[src/rtl/matmul_pkg.sv]
// rtl/matmul_pkg.sv - shared states, sizing helpers for the matmul stream engine
package matmul_pkg;

    typedef logic [2:0] state_t;

    localparam state_t ST_IDLE    = 3'd0;
    localparam state_t ST_LOAD_A  = 3'd1;
    localparam state_t ST_LOAD_B  = 3'd2;
    localparam state_t ST_COMPUTE = 3'd3;
    localparam state_t ST_SEND    = 3'd4;

    // Smallest r with 2**r >= v
    function automatic int clog2(input int v);
        int r;
        r = 0;
        while ((1 << r) < v) begin
            r = r + 1;
        end
        return r;
    endfunction

    // Bytes per input element
    function automatic int in_bytes(input int data_w);
        return (data_w + 7) / 8;
    endfunction

    // Bytes per emitted result
    function automatic int out_bytes(input int acc_w);
        return (acc_w + 7) / 8;
    endfunction

endpackage

[src/rtl/matmul_stream_engine_mac.sv]
// rtl/matmul_stream_engine_mac.sv - single multiply-accumulate lane with registered accumulator
module matmul_mac #(
    parameter int DATA_W = 8,
    parameter int ACC_W  = 18
) (
    input  logic              clk,
    input  logic              rst,
    input  logic [DATA_W-1:0] a,
    input  logic [DATA_W-1:0] b,
    input  logic              signed_mode,
    input  logic              clear,
    input  logic              enable,
    output logic [ACC_W-1:0]  acc
);

    // Product is formed wide enough to hold both the full product and the accumulator
    localparam int PW = (ACC_W > 2 * DATA_W) ? ACC_W : 2 * DATA_W;

    logic [PW-1:0] a_ext;
    logic [PW-1:0] b_ext;
    logic [PW-1:0] prod;

    // Extend operands per element mode; the modulo-2**PW product is then exact for both modes
    always_comb begin
        if (signed_mode) begin
            a_ext = PW'($signed(a));
            b_ext = PW'($signed(b));
        end else begin
            a_ext = PW'(a);
            b_ext = PW'(b);
        end
        prod = a_ext * b_ext;
    end

    // Accumulate one product per enabled cycle; clear wins over enable
    always_ff @(posedge clk or negedge rst) begin
        if (!rst) begin
            acc <= '0;
        end else if (clear) begin
            acc <= '0;
        end else if (enable) begin
            acc <= acc + prod[ACC_W-1:0];
        end
    end

endmodule

[src/rtl/matmul_stream_engine.sv]
// rtl/matmul_stream_engine.sv - byte-stream fed C = A*B engine with valid/ready on both sides
module matmul_stream_engine
    import matmul_pkg::*;
#(
    parameter int MAX_N  = 4,
    parameter int DATA_W = 8,
    parameter int ACC_W  = 18
) (
    input  logic       clk,
    input  logic       rst,
    input  logic [7:0] s_data,
    input  logic       s_valid,
    output logic       s_ready,
    output logic [7:0] m_data,
    output logic       m_valid,
    input  logic       m_ready,
    input  logic       signed_mode,
    output logic       busy,
    output logic       err
);

    localparam int IN_BYTES  = in_bytes(DATA_W);
    localparam int OUT_BYTES = out_bytes(ACC_W);
    localparam int OW        = OUT_BYTES * 8;
    localparam int DEPTH     = MAX_N * MAX_N;
    localparam int AW        = (clog2(DEPTH) < 1) ? 1 : clog2(DEPTH);
    // k runs 0..N inclusive (N is the store step), so counters hold MAX_N itself
    localparam int CW        = clog2(MAX_N + 1);
    localparam int MX_BYTES  = (IN_BYTES > OUT_BYTES) ? IN_BYTES : OUT_BYTES;
    localparam int BCW       = (clog2(MX_BYTES) < 1) ? 1 : clog2(MX_BYTES);

    state_t            state;
    state_t            state_next;
    logic [CW-1:0]     n;
    logic              sgn;
    logic [CW-1:0]     r;
    logic [CW-1:0]     c;
    logic [CW-1:0]     k;
    logic [BCW-1:0]    bcnt;
    logic [DATA_W-1:0] elem_buf;
    logic [DATA_W-1:0] elem_next;

    logic [DATA_W-1:0] a_mem [DEPTH];
    logic [DATA_W-1:0] b_mem [DEPTH];
    logic [ACC_W-1:0]  c_mem [DEPTH];

    logic              fire_in;
    logic              fire_out;
    logic              n_ok;
    logic              last_in_byte;
    logic              last_out_byte;
    logic              last_col;
    logic              last_row;
    logic              store;
    logic              loading;
    logic              rc_step;
    logic [CW-1:0]     k_rd;
    logic [AW-1:0]     rc_addr;
    logic [AW-1:0]     a_addr;
    logic [AW-1:0]     b_addr;
    logic [ACC_W-1:0]  acc;
    logic [ACC_W-1:0]  c_sel;
    logic [OW-1:0]     c_ext;
    logic [7:0]        m_byte;

    // Handshake qualifiers, position flags and array addresses
    always_comb begin
        fire_in       = s_valid && s_ready;
        fire_out      = m_valid && m_ready;
        n_ok          = (s_data != 8'd0) && (s_data <= 8'(MAX_N));
        last_in_byte  = (bcnt == BCW'(IN_BYTES - 1));
        last_out_byte = (bcnt == BCW'(OUT_BYTES - 1));
        last_col      = (c == n - CW'(1));
        last_row      = (r == n - CW'(1));
        store         = (k == n);
        loading       = (state == ST_LOAD_A) || (state == ST_LOAD_B);
        // k == N is the store step; keep the read address in range there
        k_rd          = store ? '0 : k;
        rc_addr       = AW'(r) * AW'(MAX_N) + AW'(c);
        a_addr        = AW'(r) * AW'(MAX_N) + AW'(k_rd);
        b_addr        = AW'(k_rd) * AW'(MAX_N) + AW'(c);
        rc_step       = (loading && fire_in && last_in_byte) ||
                        ((state == ST_COMPUTE) && store) ||
                        ((state == ST_SEND) && fire_out && last_out_byte);
    end

    // Merge the incoming byte into the partially assembled element, LSB first
    always_comb begin
        elem_next = elem_buf;
        for (int i = 0; i < IN_BYTES; i++) begin
            if (bcnt == BCW'(i)) begin
                elem_next[i*8 +: 8] = s_data;
            end
        end
    end

    // Frame sequencing: header, A, B, compute, drain results
    always_comb begin
        state_next = state;
        case (state)
            ST_IDLE: begin
                if (fire_in && n_ok) state_next = ST_LOAD_A;
            end
            ST_LOAD_A: begin
                if (fire_in && last_in_byte && last_row && last_col) state_next = ST_LOAD_B;
            end
            ST_LOAD_B: begin
                if (fire_in && last_in_byte && last_row && last_col) state_next = ST_COMPUTE;
            end
            ST_COMPUTE: begin
                if (store && last_row && last_col) state_next = ST_SEND;
            end
            ST_SEND: begin
                if (fire_out && last_out_byte && last_row && last_col) state_next = ST_IDLE;
            end
            default: state_next = ST_IDLE;
        endcase
    end

    // Control registers; s_ready is registered from the next state so it stays low in reset
    always_ff @(posedge clk or negedge rst) begin
        if (!rst) begin
            state    <= ST_IDLE;
            n        <= '0;
            sgn      <= 1'b0;
            r        <= '0;
            c        <= '0;
            k        <= '0;
            bcnt     <= '0;
            elem_buf <= '0;
            s_ready  <= 1'b0;
            err      <= 1'b0;
        end else begin
            state   <= state_next;
            s_ready <= (state_next == ST_IDLE) || (state_next == ST_LOAD_A) ||
                       (state_next == ST_LOAD_B);
            err     <= 1'b0;

            if (state == ST_IDLE && fire_in) begin
                if (n_ok) begin
                    n    <= s_data[CW-1:0];
                    sgn  <= signed_mode;
                    r    <= '0;
                    c    <= '0;
                    k    <= '0;
                    bcnt <= '0;
                end else begin
                    err <= 1'b1;
                end
            end

            if (loading && fire_in) begin
                elem_buf <= elem_next;
                bcnt     <= last_in_byte ? '0 : bcnt + BCW'(1);
            end

            if (state == ST_COMPUTE) begin
                k <= store ? '0 : k + CW'(1);
            end

            if (state == ST_SEND && fire_out) begin
                bcnt <= last_out_byte ? '0 : bcnt + BCW'(1);
            end

            if (rc_step) begin
                if (last_col) begin
                    c <= '0;
                    r <= last_row ? '0 : r + CW'(1);
                end else begin
                    c <= c + CW'(1);
                end
            end
        end
    end

    // Matrix storage; contents are don't-care until written by the current frame
    always_ff @(posedge clk) begin
        if (state == ST_LOAD_A && fire_in && last_in_byte) a_mem[rc_addr] <= elem_next;
        if (state == ST_LOAD_B && fire_in && last_in_byte) b_mem[rc_addr] <= elem_next;
        if (state == ST_COMPUTE && store) c_mem[rc_addr] <= acc;
    end

    matmul_mac #(
        .DATA_W (DATA_W),
        .ACC_W  (ACC_W)
    ) u_mac (
        .clk         (clk),
        .rst         (rst),
        .a           (a_mem[a_addr]),
        .b           (b_mem[b_addr]),
        .signed_mode (sgn),
        .clear       ((state == ST_COMPUTE) && store),
        .enable      ((state == ST_COMPUTE) && !store),
        .acc         (acc)
    );

    // Output byte is a pure function of held counters, so it is stable under backpressure
    always_comb begin
        c_sel  = c_mem[rc_addr];
        c_ext  = sgn ? OW'($signed(c_sel)) : OW'(c_sel);
        m_byte = 8'd0;
        for (int i = 0; i < OUT_BYTES; i++) begin
            if (bcnt == BCW'(i)) begin
                m_byte = c_ext[i*8 +: 8];
            end
        end
        m_valid = (state == ST_SEND);
        m_data  = (state == ST_SEND) ? m_byte : 8'd0;
        busy    = (state != ST_IDLE);
    end

endmodule

[config.mk]
export PLATFORM = sky130hd
export DESIGN_NAME = matmul_stream_engine
export DESIGN_NICKNAME = d
export VERILOG_FILES = /design/src/rtl/matmul_pkg.sv /design/src/rtl/matmul_stream_engine_mac.sv /design/src/rtl/matmul_stream_engine.sv
export SDC_FILE = /design/constraint.sdc
export NUM_CORES = 1
export LEC_CHECK = 0
export CAP_MARGIN = 30
export CORE_MARGIN = 10
export CORE_UTILIZATION = 30
export DETAILED_ROUTE_END_ITERATION = 8
export PLACE_DENSITY = 0.55
export SETUP_SLACK_MARGIN = 0.2
export SLEW_MARGIN = 10
export SYNTH_ARGS = -nofsm -noshare
export SYNTH_HDL_FRONTEND = slang
export SYNTH_SLANG_ARGS = --single-unit
[constraint.sdc]
create_clock -name clk -period 10.46 [get_ports clk]
set_clock_uncertainty 0.05 [all_clocks]
set_input_delay 1.569 -clock clk [delete_from_list [all_inputs] [get_ports clk]]
set_output_delay 1.569 -clock clk [all_outputs]
set_load 0.005 [all_outputs]
* Word-level counts from Yosys, hierarchy flattened *
Memory sizes are Yosys's and may differ from the RTL's.
Cells that the tools add are included.

operators by class
  add/subtract/negate cells = 9
  $mul = 1
  div/mod/pow operators = 0
  magnitude comparators = 1
  equality and inequality tests = 11
  shift operators = 0
  mux-type cells = 42
  bitwise logic cells = 0
  reduce and logical (&&, ||, !) cells = 45

operators by type and width
  operator                                                         count
  2-to-1 mux 18 bit                                                4
  2-to-1 mux 3 bit                                                 17
  2-to-1 mux 8 bit                                                 5
  2-to-1 mux 24 bit                                                1
  logical AND 1 bit                                                23
  adder 18 bit                                                     1
  multiplier 18 x 18 -> 18 bit                                     1
  one-hot mux 3 bit (5 select lines)                               1
  adder 4 x 3 -> 4 bit                                             3
  2-to-1 mux 2 bit                                                 6
  nonzero test 2 bit                                               5
  adder 3 x 1 -> 3 bit (second input constant)                     3
  equality test 3 x 2 -> 1 bit (second input constant)             3
  equality test 3 bit                                              3
  nonzero test 3 bit                                               3
  less-or-equal comparator 8 x 3 -> 1 bit (second input constant)  1
  2-to-1 mux 1 bit                                                 8
  AND reduction 2 bit                                              4
  nonzero test 8 bit                                               1
  equality test 3 x 1 -> 1 bit (second input constant)             2
  logical NOT 3 bit                                                2
  logical OR 1 bit                                                 5
  equality test 3 bit (second input constant)                      1
  subtractor 3 x 1 -> 3 bit (second input constant)                1
  5 further kinds                                                  5

word-level totals
  register bits after elaboration = 46
  latch bits = 0
  RAM bits = 544
  bits in read-only memories = 0
  output and inout bits = 12
  logic and storage cells = 123
  memories kept = 3

memories
  memory  depth  bits a word  read ports  clocked after memory_dff  write ports  RTL line                    source
  c_mem   16     18           1           0                         1            matmul_stream_engine.sv:45  logic [ACC_W-1:0] c_mem [DEPTH];
  a_mem   16     8            1           0                         1            matmul_stream_engine.sv:43  logic [DATA_W-1:0] a_mem [DEPTH];
  b_mem   16     8            1           0                         1            matmul_stream_engine.sv:44  logic [DATA_W-1:0] b_mem [DEPTH];

* Depth between registers and ports, before layout *
Gate-level depths: netlist of the first run.

  word-level depth = 10
  depth in mapped cells = 33
  mapped depth without buffers = 29

* Cells and area by module *
Synthesis of the first run repeated with hierarchy kept, for this count alone.

second synthesis, totals
  cell total of the unflattened synthesis = 1909
  area total of the unflattened synthesis = 29139.2 µm²

by module, submodules not included
  module                times used  cells each  area an instance (µm²)  seq. area each (µm²)
  matmul_stream_engine  1           1284        23465.0                 17036.3
  matmul_mac            1           625         5674.2                  450.4

* Worst setup path before layout of the first run *
OpenSTA, ideal clock, no wires.

  path kind = flip-flop to flip-flop
  start point = register k[0]
  end point = register u_mac.acc[16]
  setup time = 133 ps
  arrival = 7710 ps
  setup slack = 2567 ps
  stages on the path, launching flop included = 31
  buffers on the path = 4
  period minus slack after synthesis = 7893 ps
  path through = dfrtp_1 buf_4 xor2_1 or3_1 clkbuf_1 and2_1 ha_1 clkbuf_1 clkbuf_1 mux4_2 mux4_2 and2_1 fa_1 xnor2_1 ha_1 inv_1 fa_1 inv_1 fa_1 inv_1 fa_1 fa_1 inv_1 ha_1 and2_1 o21ai_0 o31ai_1 o41ai_1 o21ai_0 xnor2_1 o21ai_0

between the ends
  longest elaborated chain between the ends = 9
  elaborated cells on any way between the ends = 16
  those cells by class = add/sub: 3; mul: 1; eq/ne: 1; mux: 5; reduce/logical: 4; memory: 2

RTL lines
  element                                  RTL line                                                source
  start: declaration                       matmul_stream_engine.sv:38                              logic [CW-1:0] k;
  start signal: assignment                 matmul_stream_engine.sv:158                             k <= store ? '0 : k + CW'(1);
  equality test 3 bit                      matmul_stream_engine.sv:75                              store = (k == n);
  2-to-1 mux 3 bit                         matmul_stream_engine.sv:78                              k_rd = store ? '0 : k;
  adder 4 x 3 -> 4 bit (on tied branches)  matmul_stream_engine.sv:80, matmul_stream_engine.sv:81
  memory (16 x 8 bit) (on tied branches)   -
  2-to-1 mux 18 bit                        matmul_stream_engine_mac.sv:25                          if (signed_mode) begin
  multiplier 18 x 18 -> 18 bit             matmul_stream_engine_mac.sv:32                          prod = a_ext * b_ext;
  adder 18 bit                             matmul_stream_engine_mac.sv:42                          acc <= acc + prod[ACC_W-1:0];
  2-to-1 mux 18 bit                        matmul_stream_engine_mac.sv:41                          end else if (enable) begin
  2-to-1 mux 18 bit                        matmul_stream_engine_mac.sv:39                          end else if (clear) begin
  end signal: assignment                   matmul_stream_engine_mac.sv:42
  end: declaration                         matmul_stream_engine_mac.sv:13                          output logic [ACC_W-1:0] acc

Several ways; a longest one is shown, not always the timed one. The select of a mux whose other input is x is not followed.
A chain may end at the register's enable or synchronous reset.

* Final worst setup path of the first run *
  start point = register k[2]
  end point = register u_mac.acc[16]

The elaborated chain is that of the path after synthesis.

==> results of run 1 <==
state kept, by name, summed over array words and instances (netlist names):
signal / cells
a_mem: 128
b_mem: 128
bcnt: 2
c: 3
c_mem: 288
elem_buf: 8
err: 1
k: 3
n: 3
r: 3
s_ready: 1
sgn: 1
state: 3
u_mac.acc: 18
final timing paths:
path	slack (ns)	endpoint	startpoint	cells past startpoint
max	1.58	u_mac.acc[16]$_DFFE_PN0P_	k[2]$_DFFE_PN0P_	29
min	0.45	elem_buf[6]$_DFFE_PN0P_	elem_buf[6]$_DFFE_PN0P_	1
max reg2reg	1.58	u_mac.acc[16]$_DFFE_PN0P_	k[2]$_DFFE_PN0P_	29
min reg2reg	0.45	elem_buf[6]$_DFFE_PN0P_	elem_buf[6]$_DFFE_PN0P_	1
max in group asynchronous	8.80	c[0]$_DFFE_PN0P_	rst	2
min in group asynchronous	1.02	u_mac.acc[17]$_DFFE_PN0P_	rst	2
placed cells by master (no fill, tap or decap), types with 5 or more instances in the layout:
cell             count
a21o_1               6
a21oi_1             40
a221oi_1            12
a22oi_1              6
and2_1              56
and3_1              16
buf_4               25
bufinv_16            5
clkbuf_1            10
clkbuf_16           61
clkdlybuf4s50_1     23
clkinv_1            16
clkinv_2            12
dfrtp_1             44
edfxtp_1           544
fa_1               104
ha_1                78
inv_1              203
mux2_2              23
mux2i_1             21
mux4_2             148
nand2_1             94
nand2b_1             5
nand3_1             16
nor2_1              53
nor3_1               9
o21a_1               5
o21ai_0             35
o31ai_1              5
or3_1                5
xnor2_1             28
xor2_1              19
critical path, delay by kind of cell (launching register included):
kind                       cells  cell delay, ns
adders and majority gates      8            3.16
AOI/OAI and AO/OA              7            2.14
and+or+nand+nor                4            1.46
buffers and inverters          8            1.04
DFF                            1            0.45
xor gates and xnor gates       2            0.40
through the flow:
stage | setup slack (ns) | instance area (µm²) | utilization [%]
after global routing | 0.889 | 31900 | 34.2
after detailed placement | 1.57 | 29900 | 32.1
after floorplan | 2.57 | 28200 | -
after global placement | 1.30 | 29900 | 32.1
after CTS | 1.52 | 31900 | 34.2
final | 1.58 | 31900 | 34.2
power by group through the flow:
stage          Sequential, mW  Combinational (mW)  Clock, mW
6_report                 2.54              0.0116       2.10
5_1_grt                  2.54              0.0128       2.23
3_3_place_gp             2.59              0.0119          0
2_1_floorplan            2.59            0.000517          0
3_5_place_dp             2.59              0.0120          0
4_1_cts                  2.54              0.0120       2.14
kinds of logic after synthesis:
group	Yosys count
compound gates	137
xor+xnor	54
fa+ha+maj	182
buf+inv	274
flops	590
mux	192
simple gates	270
cell type report:
class / count / share of cell area [%]
tap: 1254 / 4.92
multi-input combinational: 835 / 30.2
inverter: 208 / 2.45
clock inverter: 42 / 1.19
sequential: 590 / 54.8
antenna: 1 / 0.00784
clock buffer: 71 / 4.90
timing repair buffer: 52 / 1.51
per-layer routing:
metal | vias up | share of wire, % | wire, µm
met2 | 346 | 47 | 30700
met5 | - | 0 | 0
met4 | 0 | 1.8 | 1140
met1 | 7663 | 46 | 30100
li1 | 6402 | - | -
met3 | 67 | 5.1 | 3350
==> impl_results.md, run 1 <==
* Most frequent cell after synthesis: edfxtp_1
* Number of top-level pins at 25
* Worst skew pair latency at 0.64 ns
* Cell variety after synth at 62
* Leakage power total at 9.81 nW
* Worst vdd ir at 0.143 mV
* Vias at 14500
* Synth Warn # at 0
* Die X at 326 µm
* PD cells at 146 mW/mm²
* Most used cell, CP: inv_1
* GR Layer Usage met2 at 19.3%
* Clk network pwr share at 45.1%
* Grt ovf at 0
* Port Buffer Count at 24
* Non-filler cells, final at 3053
* GRT Total Usage at 12.2%
* Final setup vio count at 0
* Yosys reg bits at 590
* GP Congestion at 0.786
* CTS tree: yes
* Post-CTS Setup Bufs at 0
* Vias in the first global route at 15300
* GR Util met1 at 17.1%
* DP HPWL at 42600 µm
* Drt wl/cell at 21.4 µm
* Post-synthesis xor/xnor area fraction at 1.99%
* Seq/Total Area, Yosys at 62.1%
* Yosys top cell by area: edfxtp_1
* Initial Utilization at 30.2%
* Slowest stage delay, CP at 0.56 ns
* Placed cells at 2938
* Post-synthesis adder-cell area fraction at 10.9%
* Mapped Nets at 1894
* CP Capture Type: flip-flop
* Worst-Margin Slew at 0.981 ns
* NetSw at 0.909 mW
* FILL cells at 8846
* CTS H-tree lvls at 2
* Multiplexer share of the synthesized area at 13.5%
* Syn Area/Cell at 16.6 µm²
* Clock net sink count at 590
* HP Class: flip-flop to flip-flop
* Initial antenna violation count at 1
* Clock transition at path regs at 0.07 ns
* Gate Count Post-Synth at 1699
* Grt peak-use layer: met2
* Total Neg Setup Slack at 0 ns
* Max Fclk at 0.113 GHz
* Crit path max fanout at 22
* EDFF count, synth at 544
* Die Height at 326 µm
* Internal Power at 3.74 mW
* Ys flop type: edfxtp_1
* RSZ-0062 raised after global routing: false
* Comb pwr share at 0.3%
* Area Overhead vs Synth at 13.3%
* Critical path required time at 10.87 ns
* Max-cap violations at 0
* Worst Hold Margin at 0.453 ns
* Status: finished clean
* DRC Markers at 0
* CP max stage cell: or3_1
* Routed Antenna Nets at 0
* Async set or reset register ratio after synthesis at 7.80%
* Post-synth top cells: 544 x edfxtp_1, 203 x inv_1, 148 x mux4_2
* Global Route met3 Usage at 2.22%
* Design Power at 4.65 mW
* Std-Cell Rows at 112
* Register area at 0.0175 mm²
* Wirelength, routed at 65300 µm
* Multi-input logic area at 0.00964 mm²
* First-pass GRT wire length at 99200 µm
* Synth Area in Compound Gates at 3.19%
* Slew HR at 34.4%
* Num CTS Buffers at 60
* Final Critical Period at 8.88 ns
* Final #Nets at 1942
* CTS root buf: clkbuf_16
* Final Max Slew Viols at 0
* Synth Area in Simple Gates at 4.60%
* Max clock buf depth at 3
* Total iterations of the first detailed-routing run at 7
* Drt via density at 4.74
* WP data arrival at 9.30 ns
* Area contributors post-synth: edfxtp_1 58%, mux4_2 12%, fa_1 7.4%
* Die area at 0.107 mm²
* Largest net degree at the start of global routing at 62
* Sw Ratio at 19.6%
* Top-area cell type share of the netlist area at 58.0%
* Crit Path Class: flip-flop to flip-flop
* # resized after CTS at 0
* Fin. Hold Viols at 0
* Synthesized area at 0.0282 mm²
* CTS Hold Bufs at 0
* Final worst path period share at 84.9%
* Share of post-route cells with drive strength above 1 at 17.2%
* Main combinational cell family by area after synthesis: multiplexers
* Sequential share of power at 54.6%
* Initial DRC count at 1023
* Core area at 0.0932 mm²
* Crit start category: flip-flop
Power figures use the tool's default switching activity.
==> run 2, diff against run 1 <==
==> constraint.sdc (replaced) <==
create_clock -name clk -period 9.2 [get_ports clk]
set_clock_uncertainty 0.05 [all_clocks]
set_input_delay 1.38 -clock clk [delete_from_list [all_inputs] [get_ports clk]]
set_output_delay 1.38 -clock clk [all_outputs]
set_load 0.005 [all_outputs]
==> run 2 against run 1 <==
Sequential power increased by 14%. Critical path type unchanged. Power grew 14%. Utilization about the same. Wire length is 1.0% lower. First-iteration DRC count grew 4.6%. Maximum frequency increased by 6.5%. Flip-flop and latch count is the same. Cell area is essentially flat. Worst setup slack got worse by 0.72 ns. Critical path depth stayed put. Highest routed layer unchanged.
==> impl_results.md, run 2 (synthesis results as in run 1) <==
* Wirelength, routed at 64600 µm (-1.0%)
* Most flop-heavy register: c_mem
* Initial antenna violation count at 2 (+1)
* CTS Hold Bufs at 0 (unchanged)
* Port Buffer Count at 24 (unchanged)
* CP Capture Type: flip-flop
* Total Neg Setup Slack at 0 ns (unchanged)
* Final #Nets at 1946 (+0.21%)
* Placed Area at 0.0300 mm² (+0.24%)
* First-pass GRT wire length at 97600 µm (-1.7%)
* Die area at 0.107 mm² (unchanged)
* Num CTS Buffers at 58 (-3.3%)
* Routed Antenna Nets at 0 (unchanged)
* Largest register FFs at 288 (unchanged)
* Commonest non-fill, non-tap cell in the layout: edfxtp_1
* Area Overhead vs Synth at 13.3% (about the same)
* Critical path required time at 9.67 ns (-1.20 ns)
* Fin. Hold Viols at 0 (unchanged)
* Drt wl/cell at 21.2 µm (-1.0%)
* Max clock buf depth at 3 (unchanged)
* WP data arrival at 8.81 ns (-0.49 ns)
* Vias at 14600 (+0.55%)
* R2R Path Start: k[2]$_DFFE_PN0P_
* Worst vdd ir at 0.130 mV (-9.1%)
* PD cells at 166 mW/mm² (+14%)
* Drt via density at 4.77 (+0.55%)
* WHS Path Cells at 1 (unchanged)
* Design Area, Final at 0.0319 mm² (about the same)
* Final Critical Period at 8.34 ns (-0.542 ns)
* Hold endpoint: elem_buf[0]$_DFFE_PN0P_
* Post-CTS Setup Bufs at 0 (unchanged)
* Most used cell, CP: inv_1
* Die Height at 326 µm (unchanged)
* CTS tree: yes
* Worst Hold Margin at 0.454 ns (+0.000974 ns)
* Worst-Margin Slew at 0.993 ns (+0.0118 ns)
* DP HPWL at 42400 µm (-0.47%)
* Crit path max fanout at 17 (-23%)
* Clock net sink count at 590 (unchanged)
* FF-to-FF setup slack at 0.86 ns (-0.72 ns)
* DRC Markers at 0 (unchanged)
* Hold path start: elem_buf[0]$_DFFE_PN0P_
* GRT Total Usage at 12.0% (-0.16 points)
* Vias in the first global route at 15200 (-0.36%)
* Core area at 0.0932 mm² (unchanged)
* Number of diodes at 0 (-1)
* Number of top-level pins at 25 (unchanged)
* Leakage power total at 9.83 nW (+0.18%)
* Final Max Slew Viols at 0 (unchanged)
* Grt ovf at 0 (unchanged)
* # resized after CTS at 0 (unchanged)
* Share of post-route cells with drive strength above 1 at 17.2% (about the same)
* CTS H-tree lvls at 2 (unchanged)
* CP max stage cell: a2111oi_0
* Initial DRC count at 1070 (+4.6%)
* Most frequent cells in the layout: 544 x edfxtp_1, 203 x inv_1, 148 x mux4_2
* Clock transition at path regs at 0.07 ns (about the same)
* Final worst path period share at 90.7% (+5.7 points)
* R2R depth at 29 (unchanged)
* HP Class: flip-flop to flip-flop
* Worst skew pair latency at 0.62 ns (-0.02 ns)
* Max-cap violations at 0 (unchanged)
* Slowest stage delay, CP at 0.59 ns (+0.03 ns)
* Die X at 326 µm (unchanged)
* Slew HR at 33.3% (-1.1 points)
* Total iterations of the first detailed-routing run at 5 (-2)
* Std-Cell Rows at 112 (unchanged)
* Initial Utilization at 30.2% (unchanged)
* RSZ-0062 raised after global routing: false
* Largest net degree at the start of global routing at 47 (-24%)
* Max Fclk at 0.120 GHz (+6.5%)
* Status: finished clean
* Crit Path Class: flip-flop to flip-flop
* Final setup vio count at 0 (unchanged)
* CTS root buf: clkbuf_16
* Crit start category: flip-flop
* Largest regs: c_mem (288), a_mem (128), b_mem (128)
* GP Congestion at 0.793 (+0.99%)
* Reg-to-reg endpoint: u_mac.acc[16]$_DFFE_PN0P_
==> run 2: worst max-delay path by stage <==
| stage | from | endpoint | slack [ns] |
|---|---|---|---|
| floorplan | k[0]$_DFFE_PN0P_ | u_mac.acc[16]$_DFFE_PN0P_ | 1.31 |
| global placement | k[2]$_DFFE_PN0P_ | u_mac.acc[16]$_DFFE_PN0P_ | 1.05 |
| detailed placement | k[2]$_DFFE_PN0P_ | u_mac.acc[16]$_DFFE_PN0P_ | 0.90 |
| CTS | k[2]$_DFFE_PN0P_ | u_mac.acc[16]$_DFFE_PN0P_ | 0.87 |
| global route | n[0]$_DFFE_PN0P_ | u_mac.acc[16]$_DFFE_PN0P_ | 0.22 |
| finish | k[2]$_DFFE_PN0P_ | u_mac.acc[16]$_DFFE_PN0P_ | 0.86 |
==> run 2: area by class of cell <==
cell class	count	area, µm²
timing repair buffer	58	528
tap	1254	1570
inverter	208	781
multi-input combinational	835	9640
clock inverter	36	364
clock buffer	72	1550
sequential	590	17500
fill	8868	61300
==> run 2: stage by stage <==
step | std cells | setup WS [ns] | utilization [%] | power (mW)
6_report | 3053 | 0.858 | 34.3 | 5.29
3_5_place_dp | 2945 | 0.899 | 32.2 | 2.96
2_1_floorplan | 1699 | 1.31 | - | 2.94
4_1_cts | 3053 | 0.870 | 34.3 | 5.34
5_1_grt | 3053 | 0.217 | 34.3 | 5.44
3_3_place_gp | 2941 | 1.05 | 32.1 | 2.96
==> run 2: worst max-delay path, delay by kind of cell, from the launching register on <==
kind / cells / cell delay, ns
compound gates: 7 / 2.24
xor+xnor: 2 / 0.38
fa+ha+maj: 8 / 3.19
buf+inv: 8 / 0.73
flops: 1 / 0.44
simple gates: 4 / 1.23
==> run 2: report_power, final <==
| part | leakage (nW) | internal, mW | switching (mW) | total (mW) |
|---|---|---|---|---|
| combinational | 4.46 | 0.00490 | 0.00866 | 0.0136 |
| clock | 0.931 | 1.38 | 1.01 | 2.39 |
| sequential | 4.44 | 2.89 | 0 | 2.89 |
==> run 2: metal layers <==
layer  global-route usage [%]  wire length (µm)
met5                        0                 0
met1                     17.0             29600
met3                     1.98              3690
met4                     2.69              1010
met2                     19.2             30300
==> run 3, diff against run 2 <==
--- a/config.mk
+++ b/config.mk
@@ -15,3 +15,4 @@
 export SYNTH_ARGS = -nofsm -noshare
 export SYNTH_HDL_FRONTEND = slang
 export SYNTH_SLANG_ARGS = --single-unit
+export TNS_END_PERCENT = 1
==> constraint.sdc (replaced) <==
create_clock -name clk -period 10.8 [get_ports clk]
set_clock_uncertainty 0.05 [all_clocks]
set_input_delay 1.62 -clock clk [delete_from_list [all_inputs] [get_ports clk]]
set_output_delay 1.62 -clock clk [all_outputs]
set_load 0.005 [all_outputs]
==> run 3 against run 2 <==
Via count decreased by 1.0%. Largest power group unchanged. Hold slack about the same. Clock power decreased by 17%. Die area unchanged. Sequential share of layout area increased by 0.13 points.
==> impl_results.md, run 3 (synthesis results as in run 1) <==
* RSZ-0062 raised after global routing: false
* CTS Hold Bufs at 0 (unchanged)
* Largest net degree at the start of global routing at 65 (+38%)
* Worst-Margin Slew at 0.940 ns (-0.0533 ns)
* Area Overhead vs Synth at 13.0%
* Post-CTS Setup Bufs at 0 (unchanged)
* HP Class: flip-flop to flip-flop
* Setup slack at placement at 1.49 ns (+0.595 ns)
* Final worst path period share at 81.5% (-9.2 points)
* Fin. Hold Viols at 0 (unchanged)
* Most frequent cells in the layout: 544 x edfxtp_1, 203 x inv_1, 148 x mux4_2
* FF-to-FF setup slack at 2.00 ns (+1.14 ns)
* PD cells at 140 mW/mm² (-16%)
* GRT Total Usage at 12.2% (+0.24 points)
* CTS root buf: clkbuf_16
* Number of top-level pins at 25 (unchanged)
* Final #Nets at 1942 (-0.21%)
* Die Height at 326 µm (unchanged)
* Die X at 326 µm (unchanged)
* Max Fclk at 0.114 GHz (-5.2%)
* Port Buffer Count at 24 (unchanged)
* Final WS setup at 2.00 ns (+1.14 ns)
* Number of diodes at 0 (unchanged)
* CTS tree: yes
* Drt via density at 4.72 (-0.95%)
* Non-filler cells, final at 3050 (-0.098%)
* CP top delay family: adder cells
* # resized after CTS at 0 (unchanged)
* Share of post-route cells with drive strength above 1 at 17.4% (+0.25 points)
* Max clock buf depth at 3 (unchanged)
* Reg-to-reg endpoint: u_mac.acc[16]$_DFFE_PN0P_
* Most flop-heavy register: c_mem
* Initial DRC count at 1156 (+8.0%)
* Design Area, Final at 0.0318 mm² (-0.24%)
* Routed Antenna Nets at 0 (unchanged)
* R2R Path Start: k[2]$_DFFE_PN0P_
* Worst vdd ir at 0.121 mV (-6.7%)
* Crit Path Class: flip-flop to flip-flop
* Final Critical Period at 8.80 ns (+0.461 ns)
* WP data arrival at 9.20 ns (+0.39 ns)
* FILL cells at 8916 (+0.54%)
* Initial antenna violation count at 1 (-1)
* Number of cells on the critical path at 28 (-3.4%)
* CP Capture Type: flip-flop
* Slew HR at 37.1% (+3.8 points)
* CTS H-tree lvls at 2 (unchanged)
* Final setup vio count at 0 (unchanged)
* Vias in the first global route at 15300 (+0.072%)
* Crit path launch: k[2]$_DFFE_PN0P_
* Crit start category: flip-flop
* Vias at 14400 (-1.0%)
* Crit path to: u_mac.acc[16]$_DFFE_PN0P_
* Buf/Inv on CP at 7 (-1)
* Total Neg Setup Slack at 0 ns (unchanged)
* Util after Layout at 34.2% (-0.081 points)
* Status: finished clean
* Commonest non-fill, non-tap cell in the layout: edfxtp_1
* Num CTS Buffers at 58 (unchanged)
* DRC Markers at 0 (unchanged)
* Wirelength, routed at 65500 µm (+1.4%)
* Max-cap violations at 0 (unchanged)
* Largest register FFs at 288 (unchanged)
* First-pass GRT wire length at 99500 µm (+2.0%)
* Core area at 0.0932 mm² (unchanged)
* R2R depth at 28 (-3.4%)
* Std-Cell Rows at 112 (unchanged)
* Total iterations of the first detailed-routing run at 5 (unchanged)
* Grt ovf at 0 (unchanged)
* Placed cells at 2938 (-0.24%)
* Worst Hold Margin at 0.454 ns (+0.000430 ns)
* Worst skew pair latency at 0.61 ns (about the same)
* CP max stage cell: a2111oi_0
* Initial Utilization at 30.2% (unchanged)
* Drt wl/cell at 21.5 µm (+1.5%)
* Largest regs: c_mem (288), a_mem (128), b_mem (128)
* Clock net sink count at 590 (unchanged)
* Leakage power total at 9.78 nW (-0.52%)
* Die area at 0.107 mm² (unchanged)
* Design Power at 4.45 mW (-16%)
* GP Congestion at 0.786 (-0.93%)
* Placed Area at 0.0299 mm² (-0.30%)
* Clock transition at path regs at 0.06 ns (about the same)
* DP HPWL at 42800 µm (+0.86%)
* Crit path max fanout at 22 (+5)
* Most used cell, CP: inv_1
* Slowest stage delay, CP at 0.56 ns (-0.03 ns)
* Final Max Slew Viols at 0 (unchanged)
* Critical path required time at 11.20 ns (+1.53 ns)
-- run 3: cell types whose count changed in the layout (fill, tap and decap cells not counted), moves of 2 or more --
cell / previous run / this run
buf_4: 31 / 28
inv_6: 1 / 3
clkinv_2: 9 / 13
clkinv_1: 16 / 9
clkinvlp_4: 2 / 7
bufinv_16: 7 / 4
-- run 3: worst min path at each step --
stage                                 start                 endpoint  slack (ns)  cells past startpoint
floorplan                    r[2]$_DFF_PN0_           r[2]$_DFF_PN0_        0.42                      1
global placement    elem_buf[1]$_DFFE_PN0P_  elem_buf[1]$_DFFE_PN0P_        0.44                      1
detailed placement  elem_buf[7]$_DFFE_PN0P_  elem_buf[7]$_DFFE_PN0P_        0.44                      1
CTS                 elem_buf[7]$_DFFE_PN0P_  elem_buf[7]$_DFFE_PN0P_        0.46                      1
global route        elem_buf[5]$_DFFE_PN0P_  elem_buf[5]$_DFFE_PN0P_        0.48                      1
finish              elem_buf[7]$_DFFE_PN0P_  elem_buf[7]$_DFFE_PN0P_        0.45                      1
-- run 3: report_power, final --
group / switching (mW) / internal, mW / total [mW]
logic: 0.00693 / 0.00418 / 0.0111
registers: 0 / 2.46 / 2.46
clock network: 0.867 / 1.11 / 1.98
total: 0.874 / 3.57 / 4.45
-- run 3: final cells by class --
type | instances | area [µm²] | area share, %
clock inverter | 37 | 335 | 1.05
tap | 1254 | 1570 | 4.93
timing repair buffer | 54 | 493 | 1.55
sequential | 590 | 17500 | 54.9
clock buffer | 72 | 1530 | 4.82
inverter | 208 | 781 | 2.45
multi-input combinational | 835 | 9640 | 30.3
-- run 3: routing by layer --
| metal | wire, µm | global-route usage [%] | up-vias |
|---|---|---|---|
| met4 | 1140 | 2.66 | 0 |
| met5 | 0 | 0 | - |
| met1 | 30100 | 17.2 | 7564 |
| met3 | 3930 | 2.37 | 80 |
| li1 | - | - | 6389 |
| met2 | 30400 | 19.5 | 372 |
